<file path="config.mk">
export PLATFORM = sky130hd
export DESIGN_NAME = vote_collector
export DESIGN_NICKNAME = d
export VERILOG_FILES = /design/src/rtl/vote_pkg.sv /design/src/rtl/key_debounce.sv /design/src/rtl/vote_collector.sv
export SDC_FILE = /design/constraint.sdc
export NUM_CORES = 1
export LEC_CHECK = 0
export CAP_MARGIN = 20
export CORE_MARGIN = 10
export CORE_UTILIZATION = 55
export DETAILED_ROUTE_END_ITERATION = 10
export PLACE_DENSITY = 0.78
export SLEW_MARGIN = 20
export SYNTH_ARGS = -nofsm -noshare
export SYNTH_HDL_FRONTEND = slang
export SYNTH_SLANG_ARGS = --single-unit
</file>
<file path="constraint.sdc">
create_clock -name clk -period 3.2 [get_ports clk]
set_clock_uncertainty 0.15 [all_clocks]
set_input_delay 0.64 -clock clk [delete_from_list [all_inputs] [get_ports clk]]
set_output_delay 0.64 -clock clk [all_outputs]
set_load 0.05 [all_outputs]
</file>
<file path="src/rtl/vote_pkg.sv">
// Shared definitions for the three-judge voting station front end:
// FSM state encoding, judge count, majority threshold and LED polarity.
package vote_pkg;

  typedef enum logic [1:0] {
    IDLE   = 2'd0,
    OPEN   = 2'd1,
    CLOSED = 2'd2
  } state_t;

  localparam int N_JUDGES = 3;
  localparam int MAJORITY = 2;

  localparam logic LED_ON  = 1'b0;
  localparam logic LED_OFF = 1'b1;

  // True when at least MAJORITY judges voted yes.
  function automatic logic is_majority(input logic [N_JUDGES-1:0] v);
    int yes_count;
    yes_count = 0;
    for (int i = 0; i < N_JUDGES; i++) begin
      yes_count += int'(v[i]);
    end
    return (yes_count >= MAJORITY);
  endfunction

endpackage

</file>
<file path="src/rtl/key_debounce.sv">
// Debouncer for one raw active-low board key: 2-flop synchronizer, stability
// counter that must see DB_CYCLES consecutive samples of a new level before
// accepting it, and a one-cycle pulse on each accepted press.
module key_debounce
  import vote_pkg::*;
#(
  parameter int DB_CYCLES = 240000
) (
  input  logic clk,
  input  logic rst,
  input  logic key_n,
  output logic press
);

  localparam int CW = (DB_CYCLES > 1) ? $clog2(DB_CYCLES) : 1;
  localparam logic [CW-1:0] CNT_LAST = CW'(DB_CYCLES - 1);
  localparam logic [CW-1:0] CNT_ONE  = CW'(1);

  logic          sync1_q, sync1_d;
  logic          sync2_q, sync2_d;
  logic [CW-1:0] cnt_q, cnt_d;
  logic          level_q, level_d;
  logic          press_q, press_d;
  logic          sample_pressed;

  assign sample_pressed = ~sync2_q;
  assign press          = press_q;

  // Next-state: shift the synchronizer, count samples that disagree with the
  // accepted level, restart the count whenever the input falls back, and
  // accept the new level once the count completes.
  always_comb begin
    sync1_d = key_n;
    sync2_d = sync1_q;
    cnt_d   = cnt_q;
    level_d = level_q;
    press_d = 1'b0;
    if (sample_pressed == level_q) begin
      cnt_d = '0;
    end else if (cnt_q == CNT_LAST) begin
      cnt_d   = '0;
      level_d = sample_pressed;
      press_d = sample_pressed;
    end else begin
      cnt_d = cnt_q + CNT_ONE;
    end
  end

  // Registers; synchronizer resets to the released (high) key level.
  always_ff @(posedge clk or posedge rst) begin
    if (rst) begin
      sync1_q <= 1'b1;
      sync2_q <= 1'b1;
      cnt_q   <= '0;
      level_q <= 1'b0;
      press_q <= 1'b0;
    end else begin
      sync1_q <= sync1_d;
      sync2_q <= sync2_d;
      cnt_q   <= cnt_d;
      level_q <= level_d;
      press_q <= press_d;
    end
  end

endmodule

</file>
<file path="src/rtl/vote_collector.sv">
// Voting round controller: debounces the host and judge keys, latches one
// vote per judge per round, closes the round and drives the status LEDs.
// Optional macro VOTE_TIMEOUT_EN adds a WINDOW_CYCLES voting window timer
// whose expiry closes an open round; without it a round only closes on
// three votes or a host start press.
module vote_collector
  import vote_pkg::*;
#(
  parameter int DB_CYCLES     = 240000,
  parameter int WINDOW_CYCLES = 120000000
) (
  input  logic                clk,
  input  logic                rst,
  input  logic                key_start_n,
  input  logic [N_JUDGES-1:0] key_vote_n,
  output logic [N_JUDGES-1:0] votes,
  output logic                votes_valid,
  output logic [N_JUDGES-1:0] num_led,
  output logic                result_led,
  output logic                busy_led
);

  logic                start_press;
  logic [N_JUDGES-1:0] vote_press;
  logic                timer_expired;

  state_t              state_q, state_d;
  logic [N_JUDGES-1:0] votes_q, votes_d;
  logic                votes_valid_q, votes_valid_d;
  logic [N_JUDGES-1:0] num_led_q, num_led_d;
  logic                result_led_q, result_led_d;
  logic                busy_led_q, busy_led_d;

  key_debounce #(.DB_CYCLES(DB_CYCLES)) u_start_db (
    .clk   (clk),
    .rst   (rst),
    .key_n (key_start_n),
    .press (start_press)
  );

  for (genvar j = 0; j < N_JUDGES; j++) begin : g_judge_db
    key_debounce #(.DB_CYCLES(DB_CYCLES)) u_vote_db (
      .clk   (clk),
      .rst   (rst),
      .key_n (key_vote_n[j]),
      .press (vote_press[j])
    );
  end

`ifdef VOTE_TIMEOUT_EN
  localparam int TW = (WINDOW_CYCLES > 1) ? $clog2(WINDOW_CYCLES) : 1;
  localparam logic [TW-1:0] TIMER_LOAD = TW'(WINDOW_CYCLES - 1);
  localparam logic [TW-1:0] TIMER_ONE  = TW'(1);

  logic [TW-1:0] timer_q, timer_d;

  assign timer_expired = (timer_q == '0);

  // Window timer: reload whenever a round opens, then count down to zero
  // and stay there while the round remains open.
  always_comb begin
    timer_d = timer_q;
    if (state_d == OPEN && state_q != OPEN) begin
      timer_d = TIMER_LOAD;
    end else if (state_q == OPEN && timer_q != '0) begin
      timer_d = timer_q - TIMER_ONE;
    end
  end

  // Window timer register.
  always_ff @(posedge clk or posedge rst) begin
    if (rst) begin
      timer_q <= '0;
    end else begin
      timer_q <= timer_d;
    end
  end
`else
  assign timer_expired = 1'b0;
`endif

  // Round FSM and output next-state: votes pressed together with a closing
  // event are still counted because the close test uses the updated votes.
  always_comb begin
    state_d = state_q;
    votes_d = votes_q;
    case (state_q)
      IDLE: begin
        if (start_press) begin
          state_d = OPEN;
          votes_d = '0;
        end
      end
      OPEN: begin
        votes_d = votes_q | vote_press;
        if ((&votes_d) || start_press || timer_expired) begin
          state_d = CLOSED;
        end
      end
      CLOSED: begin
        if (start_press) begin
          state_d = OPEN;
          votes_d = '0;
        end
      end
      default: begin
        state_d = IDLE;
        votes_d = '0;
      end
    endcase

    votes_valid_d = (state_q == OPEN) && (state_d == CLOSED);
    num_led_d     = ~votes_d;
    result_led_d  = (state_d == CLOSED && is_majority(votes_d)) ? LED_ON : LED_OFF;
    busy_led_d    = (state_d == OPEN) ? LED_ON : LED_OFF;
  end

  // FSM state and registered outputs.
  always_ff @(posedge clk or posedge rst) begin
    if (rst) begin
      state_q       <= IDLE;
      votes_q       <= '0;
      votes_valid_q <= 1'b0;
      num_led_q     <= {N_JUDGES{LED_OFF}};
      result_led_q  <= LED_OFF;
      busy_led_q    <= LED_OFF;
    end else begin
      state_q       <= state_d;
      votes_q       <= votes_d;
      votes_valid_q <= votes_valid_d;
      num_led_q     <= num_led_d;
      result_led_q  <= result_led_d;
      busy_led_q    <= busy_led_d;
    end
  end

  assign votes       = votes_q;
  assign votes_valid = votes_valid_q;
  assign num_led     = num_led_q;
  assign result_led  = result_led_q;
  assign busy_led    = busy_led_q;

endmodule

</file>
==> results by stage <==
Run status:
- The flow ran to the end, and the final reports show no timing, DRC or antenna violations.

Routing:
- The detailed-route vias per instance is 5.714.
- The total wire length after detailed routing is 8.062 mm.
- The count of antenna-violating nets left after detailed routing is 0.
- The violation count after the first detailed-route iteration is 154.
- In the routed design, unresolved DRC markers number 0.
- The average detailed-routed wire length per instance is 14.35 um.
- The detailed router placed 3211 vias in this run.
- The first detailed-routing pass ran for 4 iterations.

CTS:
- The count of clock tree sinks is 99.
- The number of gates resized after cts is 0.
- The H-tree depth is 3.
- The register clock-pin slew on the reported worst setup and hold paths is 0.09 ns.
- The total clock buffers created by CTS is 9.
- The tree is rooted in a clkbuf_8.
- The CTS tree is built.
- The buffer depth of the longest clock path is 2.
- The number of post-CTS setup repair buffers is 0.
- The clock reaches the later pin of the worst-skew pair after 0.36 ns.
- The number of hold buffers added after cts is 0.

Floorplanning:
- The initial utilization of the core area, before any placement, comes to 55.68%.
- The area inside the core boundary is 8134 um^2.
- The width of the chip is 110.7 um.
- The floorplan has 33 rows.
- The I/O pin total is 15.
- The die covers 12260 um^2.
- In this run the vertical extent of the chip is 110.7 um.

Worst setup path:
- The launching point of the worst reg2reg path is g_judge_db[1].u_vote_db.cnt_q[7]$_DFF_PP0_.
- The worst setup path is of the reg2out kind.
- Traced cell by cell, the critical path runs through clkdlybuf4s50_1.
- Measured in cells, the most critical reg-to-reg path has a length of 5.
- STA classifies the critical path endpoint as a primary output.
- The critical path launch point type is a flop.
- The largest individual stage delay along the critical path comes from the cell clkdlybuf4s50_1.
- The required time of the critical path is 2.41 ns.
- The maximum net fanout on the critical path is 1.
- For this run, the slowest stage of the critical path takes 0.80 ns.
- Tracing the worst setup path back leads to its startpoint at busy_led$_DFF_PP1_.
- The endpoint identified for the worst register-to-register timing path is g_judge_db[1].u_vote_db.cnt_q[17]$_DFF_PP0_.
- The termination of the worst setup path is busy_led.
- The worst register-to-register path has a setup slack of 0.91 ns.
- The arrival time of data at the critical path endpoint is 1.70 ns.
- The buffer and inverter count on the worst path is 1.
- The count of cell instances traversed by the critical path is 1.
- The cell class contributing the biggest share of worst-path delay is buffers and inverters.

Logic synthesis:
- In this run, synthesis produced a sequential element count of 99.
- By area the synthesized netlist is led by dfrtp_1, dfstp_2, xnor2_1.
- Summing the sequential cell areas from Yosys gives 55.06% of the chip area.
- When the netlist entered floorplanning its net count stood at 445.
- Counting flops with an async set or reset pin after synthesis yields a share of 100.0%.
- The area share of the largest cell type after synthesis is 47.51%.
- The cell area after technology mapping is 4529 um^2.
- The leading area contributor after synthesis is dfrtp_1.
- The synthesized area per cell is 10.44 um^2.
- Synthesis produced a netlist whose cell count is 434.
- The number of warning messages in the yosys log is 0.
- In the synthesized netlist the dominant register cell turns out to be dfrtp_1.
- The synthesized design contains 0 enable-type register cells.
- Counting distinct cell types in the post-synthesis netlist gives 41.

GRT:
- The global-route wire length before repair is 14.26 mm.
- Global routing used 13.32% of the available tracks across all layers.
- The number of global-route vias before repair came to 3315.
- The initial antenna violation count is 0.
- met2 is the most crowded layer.
- The remaining global-route overflow is 0.
- The met3 demand-to-capacity share in global routing is 3.463%.
- The largest net degree at the start of global routing is 100.
- For this run, global-route usage on met2 was measured as 22.44%.
- Global routing consumed, on the met1 layer, 15.66% of the routing resources.

Finish:
- The layout has 660 filler cells.
- The repair_antennas step left the layout with diodes totalling 0.
- In the final design database the tool counted 463 nets.
- The final cell area excluding filler cells is 4984 um^2.
- Relative to the synthesized area, the layout overhead comes to 10.03%.
- In the final layout, the share of cells above drive strength 1 is 9.190%.

Timing:
- The highest clock rate is 0.4022 GHz.
- At the pin with the least slew margin, the transition time is 0.5745 ns.
- The number of setup violations in the final report is 0.
- The count of final hold-check violations is 0.
- Setup repair after global routing left no endpoint under its margin.
- The worst pin sits at a relative slew slack of 61.47%.
- The final count of pins violating max slew came to 0.
- Summed over all failing endpoints, the final setup total negative slack is 0 ns.
- The final critical-path share of the clock period is 77.70%.
- The post-layout minimum cycle time is 2.486 ns.

Worst hold path:
- The worst hold path belongs to the class reg2reg.
- The startpoint identified for the worst hold timing path is g_judge_db[2].u_vote_db.sync1_q$_DFF_PP1_.

Placement:
- The placed instances occupy a cell area of 4795 um^2.
- The HPWL after detailed placement is 5.505 mm.
- In this run the tool buffered the top-level ports with 14 buffer cells.
- The global placement routability congestion is 0.8212.

Flow run:
- Across the run, the number of max-cap violations was 0.

Power and ir drop:
- The total power density per cell area is 430.8 nW/um^2.
- Summed over all cells, the static leakage comes to 2.025 nW.
- VDD sags by at most 0.2558 mV.
## cell families (layout without fill, tap and decap cells)
group / count (synthesis) / count (layout) / share of synthesized area, %
adder cells (fa/ha/maj): 5 / 5 / 1.381
flip-flops: 99 / 99 / 55.06
AO/OA/AOI/OAI: 53 / 53 / 7.210
buffers and inverters: 20 / 43 / 1.906
AND/OR/NAND/NOR: 206 / 206 / 24.59
XOR/XNOR: 51 / 51 / 9.862
## registers in the layout (all words and copies together), names as in the netlist
| name | flops |
|---|---|
| busy_led | 1 |
| g_judge_db.u_vote_db.cnt_q | 54 |
| g_judge_db.u_vote_db.level_q | 3 |
| g_judge_db.u_vote_db.press | 3 |
| g_judge_db.u_vote_db.sync1_q | 3 |
| g_judge_db.u_vote_db.sync2_q | 3 |
| num_led | 3 |
| result_led | 1 |
| state_q | 2 |
| u_start_db.cnt_q | 18 |
| u_start_db.level_q | 1 |
| u_start_db.press | 1 |
| u_start_db.sync1_q | 1 |
| u_start_db.sync2_q | 1 |
| votes | 3 |
| votes_valid | 1 |
## metal layers
| metal | part of all wire (%) | wire (um) | up-vias |
|---|---|---|---|
| met3 | 3.2 | 255 | 11 |
| met4 | 1.6 | 127 | 0 |
| met5 | 0 | 0 | - |
| met2 | 49 | 3984 | 57 |
| met1 | 46 | 3695 | 1574 |
| li1 | - | - | 1569 |
## placed cells by master, fill, tap and decap left out, types with 3 or more instances in the layout
master           instances
o31ai_1                  4
nor4_1                   4
or2_2                    3
ha_1                     5
a21oi_1                 16
xor2_1                  24
dfstp_2                 13
and4_1                   8
clkbuf_1                 3
inv_1                    8
or4_1                    5
dfrtp_1                 86
nand2_1                 23
clkdlybuf4s50_1         14
clkbuf_8                10
o21ai_0                 22
nand3_1                 24
and3_1                  10
xnor2_1                 27
or3_1                   18
buf_4                    3
nand4_1                 25
and2_1                   6
nor3_1                  12
nor2_1                  57
## report_power, final
part           switching, mW  internal, mW
combinational         0.0520        0.0268
sequential            0.0186          1.27
clock                  0.396         0.382
## metrics by stage
step	total power [mW]	setup slack (ns)	hold slack (ns)	cells	util, %
2_1_floorplan	1.364	1.069	0.1952	434	-
3_3_place_gp	1.391	0.9961	0.1967	546	58.94
3_5_place_dp	1.395	0.9126	0.1987	546	58.94
4_1_cts	2.177	0.6805	0.2037	562	61.27
5_1_grt	2.243	0.6481	0.2127	562	61.27
6_report	2.147	0.7136	0.2014	562	61.27
## Yosys cell counts, types with 3 or more instances
cell and instances:
a21oi_1 16, and3_1 10, xnor2_1 27, dfrtp_1 86, and2_1 6, nor3_1 12, o31ai_1 4, nand3_1 24
clkbuf_1 7, o21ai_0 22, or3_1 18, buf_2 3, dfstp_2 13, nand2_1 23, nand4_1 25, inv_1 9
nor4_1 4, xor2_1 24, ha_1 5, and4_1 8, or2_2 3, or4_1 5, nor2_1 57
## how the worst min path moves through the flow
stage | endpoint | slack [ns] | cells after the start
2_1_floorplan | g_judge_db[0].u_vote_db.sync2_q$_DFF_PP1_ | 0.20 | 0
5_1_grt | g_judge_db[2].u_vote_db.sync2_q$_DFF_PP1_ | 0.21 | 0
3_3_place_gp | g_judge_db[1].u_vote_db.sync2_q$_DFF_PP1_ | 0.20 | 0
6_report | g_judge_db[2].u_vote_db.sync2_q$_DFF_PP1_ | 0.20 | 0
3_5_place_dp | u_start_db.sync2_q$_DFF_PP1_ | 0.20 | 0
4_1_cts | g_judge_db[2].u_vote_db.sync2_q$_DFF_PP1_ | 0.20 | 0
## final cells by class
class	count	area (um^2)	area share, %
clock buffers	13	148.9	2.988
flip-flops and latches	99	2494	50.04
multi-input cells	315	1949	39.12
inverters	9	37.54	0.7532
repair buffers	18	182.7	3.666
well taps	105	131.4	2.636
clock inverters	3	40.04	0.8034
Power figures use the tool's default switching activity.
